**src/rtl/uart_rx.sv**
```systemverilog
// uart_rx: 8N1 UART receiver, 16x oversampled with a 3-sample majority vote.
// Received bytes are held in din with a valid/read handshake.
module uart_rx #(
    parameter int BUS_CLK    = 40_000_000,
    parameter int BAUD       = 9600,
    parameter int OVERSAMPLE = 16
) (
    input  logic       clk,
    input  logic       rst_n,
    input  logic       rx,
    output logic [7:0] din,
    output logic       valid,
    input  logic       read,
    output logic       busy,
    output logic       frame_err,
    output logic       overrun
);

    localparam int TICK_DIV = BUS_CLK / (BAUD * OVERSAMPLE);
    localparam int TW = (TICK_DIV > 1) ? $clog2(TICK_DIV) : 1;
    localparam logic [TW-1:0] TICK_LAST = TW'(TICK_DIV - 1);

    typedef enum logic [2:0] {
        IDLE,
        START,
        DATA,
        STOP,
        WAIT_IDLE
    } state_t;

    state_t state;
    state_t state_nxt;

    logic          rx_m;
    logic          rx_s;
    logic          rx_prev;
    logic [TW-1:0] tick_cnt;
    logic [3:0]    sample_cnt;
    logic [2:0]    bit_idx;
    logic          vote0;
    logic          vote1;
    logic [7:0]    shift;

    logic tick;
    logic decide;
    logic last;
    logic maj;
    logic load;
    logic ferr;

    // Two-flop synchronizer; idle-high reset so no false start edge.
    always_ff @(posedge clk or negedge rst_n) begin
        if (!rst_n) begin
            rx_m    <= 1'b1;
            rx_s    <= 1'b1;
            rx_prev <= 1'b1;
        end else begin
            rx_m    <= rx;
            rx_s    <= rx_m;
            rx_prev <= rx_s;
        end
    end

    assign tick   = (state != IDLE) && (tick_cnt == TICK_LAST);
    assign decide = tick && (sample_cnt == 4'd9);
    assign last   = tick && (sample_cnt == 4'd15);
    assign maj    = (vote0 & vote1) | (vote0 & rx_s) | (vote1 & rx_s);

    always_ff @(posedge clk or negedge rst_n) begin
        if (!rst_n) begin
            state <= IDLE;
        end else begin
            state <= state_nxt;
        end
    end

    always_comb begin
        state_nxt = state;
        load      = 1'b0;
        ferr      = 1'b0;
        busy      = 1'b1;
        unique case (state)
            IDLE: begin
                busy = 1'b0;
                if (rx_prev && !rx_s) begin
                    state_nxt = START;
                end
            end
            START: begin
                if (decide && maj) begin
                    state_nxt = IDLE;
                end else if (last) begin
                    state_nxt = DATA;
                end
            end
            DATA: begin
                if (last && (bit_idx == 3'd7)) begin
                    state_nxt = STOP;
                end
            end
            STOP: begin
                if (decide) begin
                    if (maj) begin
                        load      = 1'b1;
                        state_nxt = IDLE;
                    end else begin
                        ferr      = 1'b1;
                        state_nxt = WAIT_IDLE;
                    end
                end
            end
            WAIT_IDLE: begin
                if (rx_s) begin
                    state_nxt = IDLE;
                end
            end
            default: begin
                state_nxt = IDLE;
            end
        endcase
    end

    // Counters sit at zero in IDLE so every frame starts phase-aligned.
    always_ff @(posedge clk or negedge rst_n) begin
        if (!rst_n) begin
            tick_cnt   <= '0;
            sample_cnt <= 4'd0;
        end else if (state == IDLE) begin
            tick_cnt   <= '0;
            sample_cnt <= 4'd0;
        end else if (tick) begin
            tick_cnt   <= '0;
            sample_cnt <= sample_cnt + 4'd1;
        end else begin
            tick_cnt   <= tick_cnt + TW'(1);
        end
    end

    always_ff @(posedge clk or negedge rst_n) begin
        if (!rst_n) begin
            bit_idx <= 3'd0;
        end else if (state != DATA) begin
            bit_idx <= 3'd0;
        end else if (last) begin
            bit_idx <= bit_idx + 3'd1;
        end
    end

    always_ff @(posedge clk or negedge rst_n) begin
        if (!rst_n) begin
            vote0 <= 1'b0;
            vote1 <= 1'b0;
        end else if (tick) begin
            if (sample_cnt == 4'd7) begin
                vote0 <= rx_s;
            end
            if (sample_cnt == 4'd8) begin
                vote1 <= rx_s;
            end
        end
    end

    always_ff @(posedge clk or negedge rst_n) begin
        if (!rst_n) begin
            shift <= 8'd0;
        end else if ((state == DATA) && decide) begin
            shift[bit_idx] <= maj;
        end
    end

    // A completing byte always wins over a same-cycle read.
    always_ff @(posedge clk or negedge rst_n) begin
        if (!rst_n) begin
            din       <= 8'd0;
            valid     <= 1'b0;
            frame_err <= 1'b0;
            overrun   <= 1'b0;
        end else begin
            frame_err <= ferr;
            overrun   <= load && valid && !read;
            if (load) begin
                din   <= shift;
                valid <= 1'b1;
            end else if (read) begin
                valid <= 1'b0;
            end
        end
    end

endmodule
```
**config.mk**
```make
export PLATFORM = sky130hd
export DESIGN_NAME = uart_rx
export DESIGN_NICKNAME = d
export VERILOG_FILES = /design/src/rtl/uart_rx.sv
export SDC_FILE = /design/constraint.sdc
export NUM_CORES = 1
export LEC_CHECK = 0
export ABC_AREA = 1
export CORE_MARGIN = 2
export CORE_UTILIZATION = 28
export DETAILED_ROUTE_END_ITERATION = 10
export GPL_TIMING_DRIVEN = 0
export HOLD_SLACK_MARGIN = 0.05
export PLACE_DENSITY = 0.45
export SYNTH_ARGS = -nofsm -noshare
export SYNTH_HDL_FRONTEND = slang
export SYNTH_SLANG_ARGS = --single-unit
```
**constraint.sdc**
```tcl
create_clock -name clk -period 2.7 [get_ports clk]
set_input_delay 0.54 -clock clk [delete_from_list [all_inputs] [get_ports clk]]
set_output_delay 0.54 -clock clk [all_outputs]
set_load 0.005 [all_outputs]
```
== After elaboration in Yosys (flattened, before gate mapping) ==
Index checks and enable logic that the tools add are counted.
Operators by class
  add/sub/neg operators: 3
  magnitude comparators: 2
  equal/unequal tests: 16
  mux-type cells: 26
  bitwise operators: 5
  reductions and logical operators: 20
Operators with widths (count)
  $mux 3: 9
  $mux 9: 2
  $pmux 3 s5: 1
  $eq 4x4->1 const B: 3
  $logic_and 1x1->1: 10
  $mux 1: 10
  $add 9x1->9 const B: 1
  $eq 9x9->1 const B: 1
  $bwmux 8: 1
  $mux 4: 2
  $ne 2x2->1 const B: 4
  $eq 3x2->1 const B: 2
  $eq 3x3->1 const B: 2
  $reduce_bool 2->1: 3
  $reduce_and 5->1: 1
  $add 4x1->4 const B: 1
  $eq 4x3->1 const B: 1
  $lt 3x4->1 const B: 1
  $reduce_and 2->1: 2
  $add 3x1->3 const B: 1
  $and 1x1->1: 3
  $demux 1 s3: 1
  $eq 3x1->1 const B: 1
  $ge 3x1->1 const B: 1
  other kinds (6): 8
Storage, ports and cells
  bits in registers: 43
  bits of input ports: 4
  output and inout port bits: 12
  logic and storage cells: 86

== Logic depth before layout (Yosys ltp) ==
Gate-level depths: netlist of run 1.
  depth after elaboration: 8
  depth in mapped cells: 11
  gate-level depth less buffers: 11

== Least setup slack after synthesis of run 1 ==
OpenSTA, ideal clock, no wires.
  path type: reg2reg
  start point: reg tick_cnt[0]
  end point: reg din[0]
  setup time: 0.074 ns
  arrival time: 1.413 ns
  required time: 2.626 ns
  path slack: 1.213 ns
  stages on the path, launching flop included: 11
  path buffers: 1
  period minus slack after synthesis: 1.487 ns
  cell sequence: dfrtp_1 ha_1 nand2_1 inv_1 nand2_2 nor2_8 nand3_4 clkinv_2 nand3_4 buf_6 o21ai_2
On the way
  longest elaborated chain between the ends: 5
RTL lines
  from (decl): RTL line 37  | logic [TW-1:0] tick_cnt;
  from (signal assigned): RTL line 135  | tick_cnt <= tick_cnt + TW'(1);
  $eq 9x9->1: RTL line 64  | assign tick = (state != IDLE) && (tick_cnt == TICK_LAST);
  $logic_and 1x1->1: RTL line 64
  $logic_and 1x1->1: RTL line 65  | assign decide = tick && (sample_cnt == 4'd9);
  $mux 1: RTL line 102  | if (decide) begin
  $mux 1: RTL line 82  | unique case (state)
  to (signal assigned): RTL line 182  | din <= shift;
  to (decl): RTL line 11  | output logic [7:0] din,
Every way passes these cells.
A chain may end at the register's enable or synchronous reset.

== Final worst setup path of run 1 ==
  start point: reg state[2]
  end point: out busy
On the way
  longest elaborated chain between the ends: 2
RTL lines
  from (decl): RTL line 31  | state_t state;
  from (signal assigned): RTL line 73  | state <= state_nxt;
  $logic_not 3->1: RTL line 82
  $mux 1: RTL line 82
  to (decl): RTL line 14  | output logic busy,
Every way passes these cells.

==> metrics.txt, run 1 <==
total number of vias=1529; Hold Buf Count CTS=0; post-CTS resize count=0; Max rail drop VDD=0.2428 mV; dpl cell area=0.002367 sq mm; Max FO, Critical Path=8; most used flip-flop cell after synthesis=dfrtp_1; Synth area leaders=dfrtp_1, nand2_1, inv_1; Slew HR=0.7026; synth warn=0; pin count of the biggest net entering global routing=27; worst hold margin=183.7 ps; CORE AREA=0.007214 sq mm; CTS H-tree depth=2; Critical Path Start Type=register; main combinational cell family by area after synthesis=simple AND/OR/NAND/NOR gates; post-synth net total=249; hpwl dp=2866 microns; Post-synth EDFFs=0; DR WL met3=93 microns; Tot Pwr=1.707 mW; synthesized area per cell=8.696 sq um; worst setup path class=reg -> out; starting density of the core=0.2881; first-pass GRT wire length=6927 microns; crit path capture type=primary output; top-area cell type share of the netlist area=0.4816; Slew Viols, Final=0; area share of and/or/nand/nor cells after synthesis=0.2517; post-layout util=0.3444; Finished Layout Cells=362; vias per inst=4.224; Adder-Cell Fraction of Synth Area=0.03612; Die Span Y=90.15 microns; Area Growth Syn to Fin=19.57%; ys async rst share=1.000; Distinct cells, synth=23; most common cell in the synthesized netlist=nand2_1; die area=0.008127 sq mm; mux contribution to synthesized area=0; CTS tree=yes; Final Setup Violations=0; Final ANT Viol Nets=0; CTS Sinks=43; f_max=0.4733 GHz; synthesized area=0.002078 sq mm; Setup WS pre-CTS=897.6 ps; Post-layout nets=272; Placed Instances=354; Leakage=1.133 nW; Pre-antenna DRT Iters=4; GRT Overall Usage=0.1041; Syn Inst Count=239; Max Root-Sink Buffers=2; Port-buffer cells=15; diodes inserted=0; DIE WIDTH=90.15 microns; fin area=0.002485 sq mm; layout cells sized above 1=0.1559; GRT overflow=0; Tmin final=2113 ps; routed length on met2=1717 microns; met1 wire length=1940 microns; floorplan row count=31; Post-Synth XOR/XNOR Area=0.004214; Clock Skew=6.664 ps; total CTS buffers=5; worst skew pair latency=290 ps; Post-synth top cells=nand2_1, dfrtp_1, inv_1, nand3_1, nor2_1; vias in the first global route=1494; Tcrit/Tclk final=0.7826; Setup TNS Final=0 ps; DRC violations left=0; final wirelength=3795 microns; class of the worst hold path=in -> async; unrepaired setup endpoints after global routing=false; wire per inst=10.48 microns; gpl congestion=0.8126; CTS Root Cell=clkbuf_8; Required @ worst endpoint=2160 ps; Reg clk slew, reported paths=80 ps; Compound-Gate Fraction of Synth Area=0.1030; sequential fraction of the synthesis area=0.5196; initial antenna violation count=0; Iteration-0 DRC Markers=101; final hold violation count=0; Least-Margin Pin Slew=446.1 ps; final worst slack=587.1 ps; pwr dens=686.9 mW/mm^2; # Post-CTS Setup Buffers=0; Yosys reg bits=43; CP arrival=1570 ps; maxcap violations=0; IO Pins=16; top sig layer=met4; cell taking the most area after synthesis=dfrtp_1; run status=finished, final reports clean
[cell usage in the layout, fill, tap and decap left out, types with 4 or more instances in the layout]
cell type,Yosys,layout
clkbuf_8,0,6
nand2_1,45,45
dfrtp_1,40,40
o21ai_0,7,7
inv_2,6,6
o21ai_2,8,8
nor2_2,4,4
clkdlybuf4s50_1,0,14
ha_1,6,6
o21ai_1,11,11
nand3_1,21,21
nor3_1,4,4
inv_1,37,37
nor2_1,21,21
nand4_1,5,5
a21oi_1,9,9
[worst paths after layout]
kind                                       start                    to  slack, ps  cells past startpoint
max                         state[2]$_DFFE_PN0P_                  busy        590                      3
min                                        rst_n  state[1]$_DFFE_PN0P_        180                      1
max reg2reg                tick_cnt[0]$_DFF_PN0_    din[1]$_DFFE_PN0P_        990                     10
min reg2reg                       rx_m$_DFF_PN1_        rx_s$_DFF_PN1_        360                      0
max in group asynchronous                  rst_n        rx_s$_DFF_PN1_       1960                      2
min in group clk                  rx_m$_DFF_PN1_        rx_s$_DFF_PN1_        360                      0
[layer usage]
layer | up-vias | global-route usage
met5 | - | 0
met1 | 703 | 0.1401
met4 | 0 | 0.03718
met2 | 15 | 0.1610
met3 | 5 | 0.02850
li1 | 806 | -
[cell families (layout without fill, tap and decap cells)]
logic type / after synthesis / in the layout
AND/OR/NAND/NOR: 108 / 108
AO/OA/AOI/OAI: 36 / 36
adder cells (fa/ha/maj): 6 / 6
flip-flops: 43 / 43
buffers and inverters: 45 / 69
XOR/XNOR: 1 / 1
[critical path, cell delays in order (launching register included)]
cell             delay, ps
dfrtp_1                420
nor2_2                 200
nand2_2                170
clkdlybuf4s50_1        490
[power breakdown]
group | internal [mW] | switching, mW
sequential | 0.699 | 0.0412
clock | 0.299 | 0.220
combinational | 0.149 | 0.298
[flip-flops by register name (all words and copies together), names as in the netlist]
name,count
bit_idx,3
din,8
frame_err,1
overrun,1
rx_m,1
rx_prev,1
rx_s,1
sample_cnt,4
shift,8
state,3
tick_cnt,9
valid,1
vote0,1
vote1,1
[cell type report]
| class | instances | area, sq um |
|---|---|---|
| Sequential cell | 43 | 1080 |
| Buffer | 1 | 11.26 |
| Multi-Input combinational cell | 151 | 820.8 |
| Timing Repair Buffer | 16 | 165.2 |
| Fill cell | 786 | 4730 |
| Tap cell | 99 | 123.9 |
| Inverter | 44 | 166.4 |
| Clock buffer | 6 | 82.58 |
| Clock inverter | 2 | 35.03 |
(Power assumes the default switching activity.)
==> inputs of run 2 (changes only) <==
--- a/config.mk
+++ b/config.mk
@@ -11,7 +11,7 @@
 export DETAILED_ROUTE_END_ITERATION = 10
 export GPL_TIMING_DRIVEN = 0
 export HOLD_SLACK_MARGIN = 0.05
-export PLACE_DENSITY = 0.45
+export PLACE_DENSITY = 0.47
 export SYNTH_ARGS = -nofsm -noshare
 export SYNTH_HDL_FRONTEND = slang
 export SYNTH_SLANG_ARGS = --single-unit
==> constraint.sdc (replaced) <==
create_clock -name clk -period 1.94 [get_ports clk]
set_input_delay 0.388 -clock clk [delete_from_list [all_inputs] [get_ports clk]]
set_output_delay 0.388 -clock clk [all_outputs]
set_load 0.005 [all_outputs]
==> metrics.txt, run 2 (synthesized netlist as in run 1, its figures left out) <==
run status=finished, final reports clean (unchanged); Final Setup Violations=0 (unchanged); Die Span Y=90.15 microns (unchanged); Int Pwr=1.708 mW (was 1.148 mW); # fillers=763 (was 786); final worst slack=91.43 ps (was 587.1 ps); max reg flops=9 (unchanged); die area=0.008127 sq mm (unchanged); IO Pins=16 (unchanged); CTS Root Cell=clkbuf_8 (unchanged); Least-Margin Pin Slew=399.9 ps (was 446.1 ps); # Post-CTS Setup Buffers=0 (unchanged); CORE AREA=0.007214 sq mm (unchanged); DIE WIDTH=90.15 microns (unchanged); Largest regs=tick_cnt: 9 flops, din: 8 flops, shift: 8 flops (unchanged); unrepaired setup endpoints after global routing=false (unchanged); vias per inst=4.168 (was 4.224); Slew HR=0.7334 (was 0.7026); final wirelength=3726 microns (was 3795 microns); Reg clk slew, reported paths=80 ps (about the same); Required @ worst endpoint=1550 ps (was 2160 ps); Leakage=1.145 nW (was 1.133 nW); Comb power frac=0.256 (was 0.262); Worst path slowest cell=clkdlybuf4s50_1 (unchanged); worst skew pair latency=290 ps (about the same); Max rail drop VDD=0.3509 mV (was 0.2428 mV); Multi-input gate area=830.8 sq um (was 820.8 sq um); Tmin final=1849 ps; final hold violation count=0 (unchanged); vias in the first global route=1550 (was 1494); total number of vias=1513 (was 1529); Post-layout nets=273 (was 272); Port-buffer cells=15 (unchanged); layout cells sized above 1=0.1515 (was 0.1559); class of the worst hold path=reg -> reg (was in -> async); Setup WS pre-CTS=219.1 ps (was 897.6 ps); maxcap violations=0 (unchanged); CTS H-tree depth=2 (unchanged); storage element area=0.001080 sq mm (unchanged); worst setup path class=reg -> out (unchanged); starting density of the core=0.2881 (unchanged); slowest cell delay on critical path=460 ps (was 490 ps); Max Root-Sink Buffers=2 (unchanged); switching power=0.7855 mW (was 0.5590 mW); first-pass GRT wire length=7024 microns (was 6927 microns); CTS Sinks=43 (unchanged); Area Growth Syn to Fin=21.25% (was 19.57%); sw frac=0.3150 (was 0.3275); Iteration-0 DRC Markers=67 (was 101); floorplan row count=31 (unchanged); Final ANT Viol Nets=0 (unchanged); f_max=0.5410 GHz; GRT Overall Usage=0.1044 (was 0.1041); DRC violations left=0 (unchanged); CP Buf/Inv Count=1 (unchanged); Max FO, Critical Path=8 (unchanged); CP arrival=1460 ps (was 1570 ps); Flop pwr share=0.416 (was 0.434); most common cell after layout, fill and taps aside=nand2_1 (unchanged); Pre-antenna DRT Iters=4 (unchanged); most frequent cells in the layout=nand2_1, dfrtp_1, inv_1 (unchanged); CP top delay family=buffers and inverters (unchanged); post-layout util=0.3493 (was 0.3444); CP Cell Sequence=nor2_4, nand2_4, clkdlybuf4s50_1 (was nor2_2, nand2_2, clkdlybuf4s50_1); Clk network pwr share=0.327 (was 0.304); dpl cell area=0.002367 sq mm (unchanged); CTS tree=yes (unchanged); GRT overflow=0 (unchanged); diodes inserted=0 (unchanged); fin area=0.002520 sq mm (was 0.002485 sq mm); initial antenna violation count=0 (unchanged); total CTS buffers=5 (unchanged); gpl congestion=0.8157 (was 0.8126); Clock Skew=6.356 ps (was 6.664 ps); pwr dens=989.5 mW/mm^2 (was 686.9 mW/mm^2); crit path capture type=primary output (unchanged); Slew Viols, Final=0 (unchanged); Critical Path Start Type=register (unchanged); pin count of the biggest net entering global routing=28 (was 27); Tcrit/Tclk final=0.9529; wire per inst=10.26 microns (was 10.48 microns); hpwl dp=2805 microns (was 2866 microns); Top reg by flops=tick_cnt (unchanged)
==> run 2: worst paths after layout <==
path | from | endpoint | slack [ps] | cells past startpoint
min in group asynchronous | rst_n | vote1$_DFFE_PN0P_ | 550 | 2
worst max-delay path | state[2]$_DFFE_PN0P_ | busy | 90 | 3
max in group asynchronous | rst_n | din[1]$_DFFE_PN0P_ | 910 | 3
worst max register to register | tick_cnt[0]$_DFF_PN0_ | din[3]$_DFFE_PN0P_ | 240 | 10
worst min register to register | rx_m$_DFF_PN1_ | rx_s$_DFF_PN1_ | 360 | 0
worst min-delay path | rx_m$_DFF_PN1_ | rx_s$_DFF_PN1_ | 360 | 0
==> run 2: final cells by class <==
type / instances / share of cell area
multi-input cells: 151 / 0.3297
clock buffers: 6 / 0.02880
clock inverters: 2 / 0.02383
inverters: 44 / 0.06604
plain buffers: 1 / 0.004469
repair buffers: 17 / 0.06951
flip-flops and latches: 43 / 0.4285
well taps: 99 / 0.04916
==> run 2: routing by layer <==
metal | vias up | GRT usage | wire length (microns)
met5 | - | 0 | 0
met4 | 0 | 0.04231 | 81
met3 | 6 | 0.02515 | 86
met2 | 15 | 0.1610 | 1661
met1 | 682 | 0.1410 | 1896
li1 | 810 | - | -
==> run 2: per-stage QoR <==
stage / power [mW] / instances / TNS, ps / hold WS [ps]
after floorplan: 1.513 / 239 / 0 / 92.41
after global placement: 1.676 / 353 / -31860 / 346.4
after detailed placement: 1.676 / 354 / 0 / 344.5
after CTS: 2.542 / 363 / 0 / 361.6
after global routing: 2.697 / 363 / 0 / 364.3
final: 2.493 / 363 / 0 / 359.2
==> run 2: power by group through the flow <==
stage | combinational, mW | clock [mW] | sequential, mW
floorplan | 0.475 | 0 | 1.04
global placement | 0.627 | 0 | 1.05
detailed placement | 0.626 | 0 | 1.05
global route | 0.758 | 0.887 | 1.05
CTS | 0.648 | 0.855 | 1.04
finish | 0.639 | 0.816 | 1.04
==> run 2: what timing repair did <==
action	4_1_cts	5_1_grt
hold buffers	1	0
hold endpoints to repair	13	0
endpoints found under the setup margin	1	1
gates resized for setup	2	0
pin swaps	0	1
gates cloned	0	0
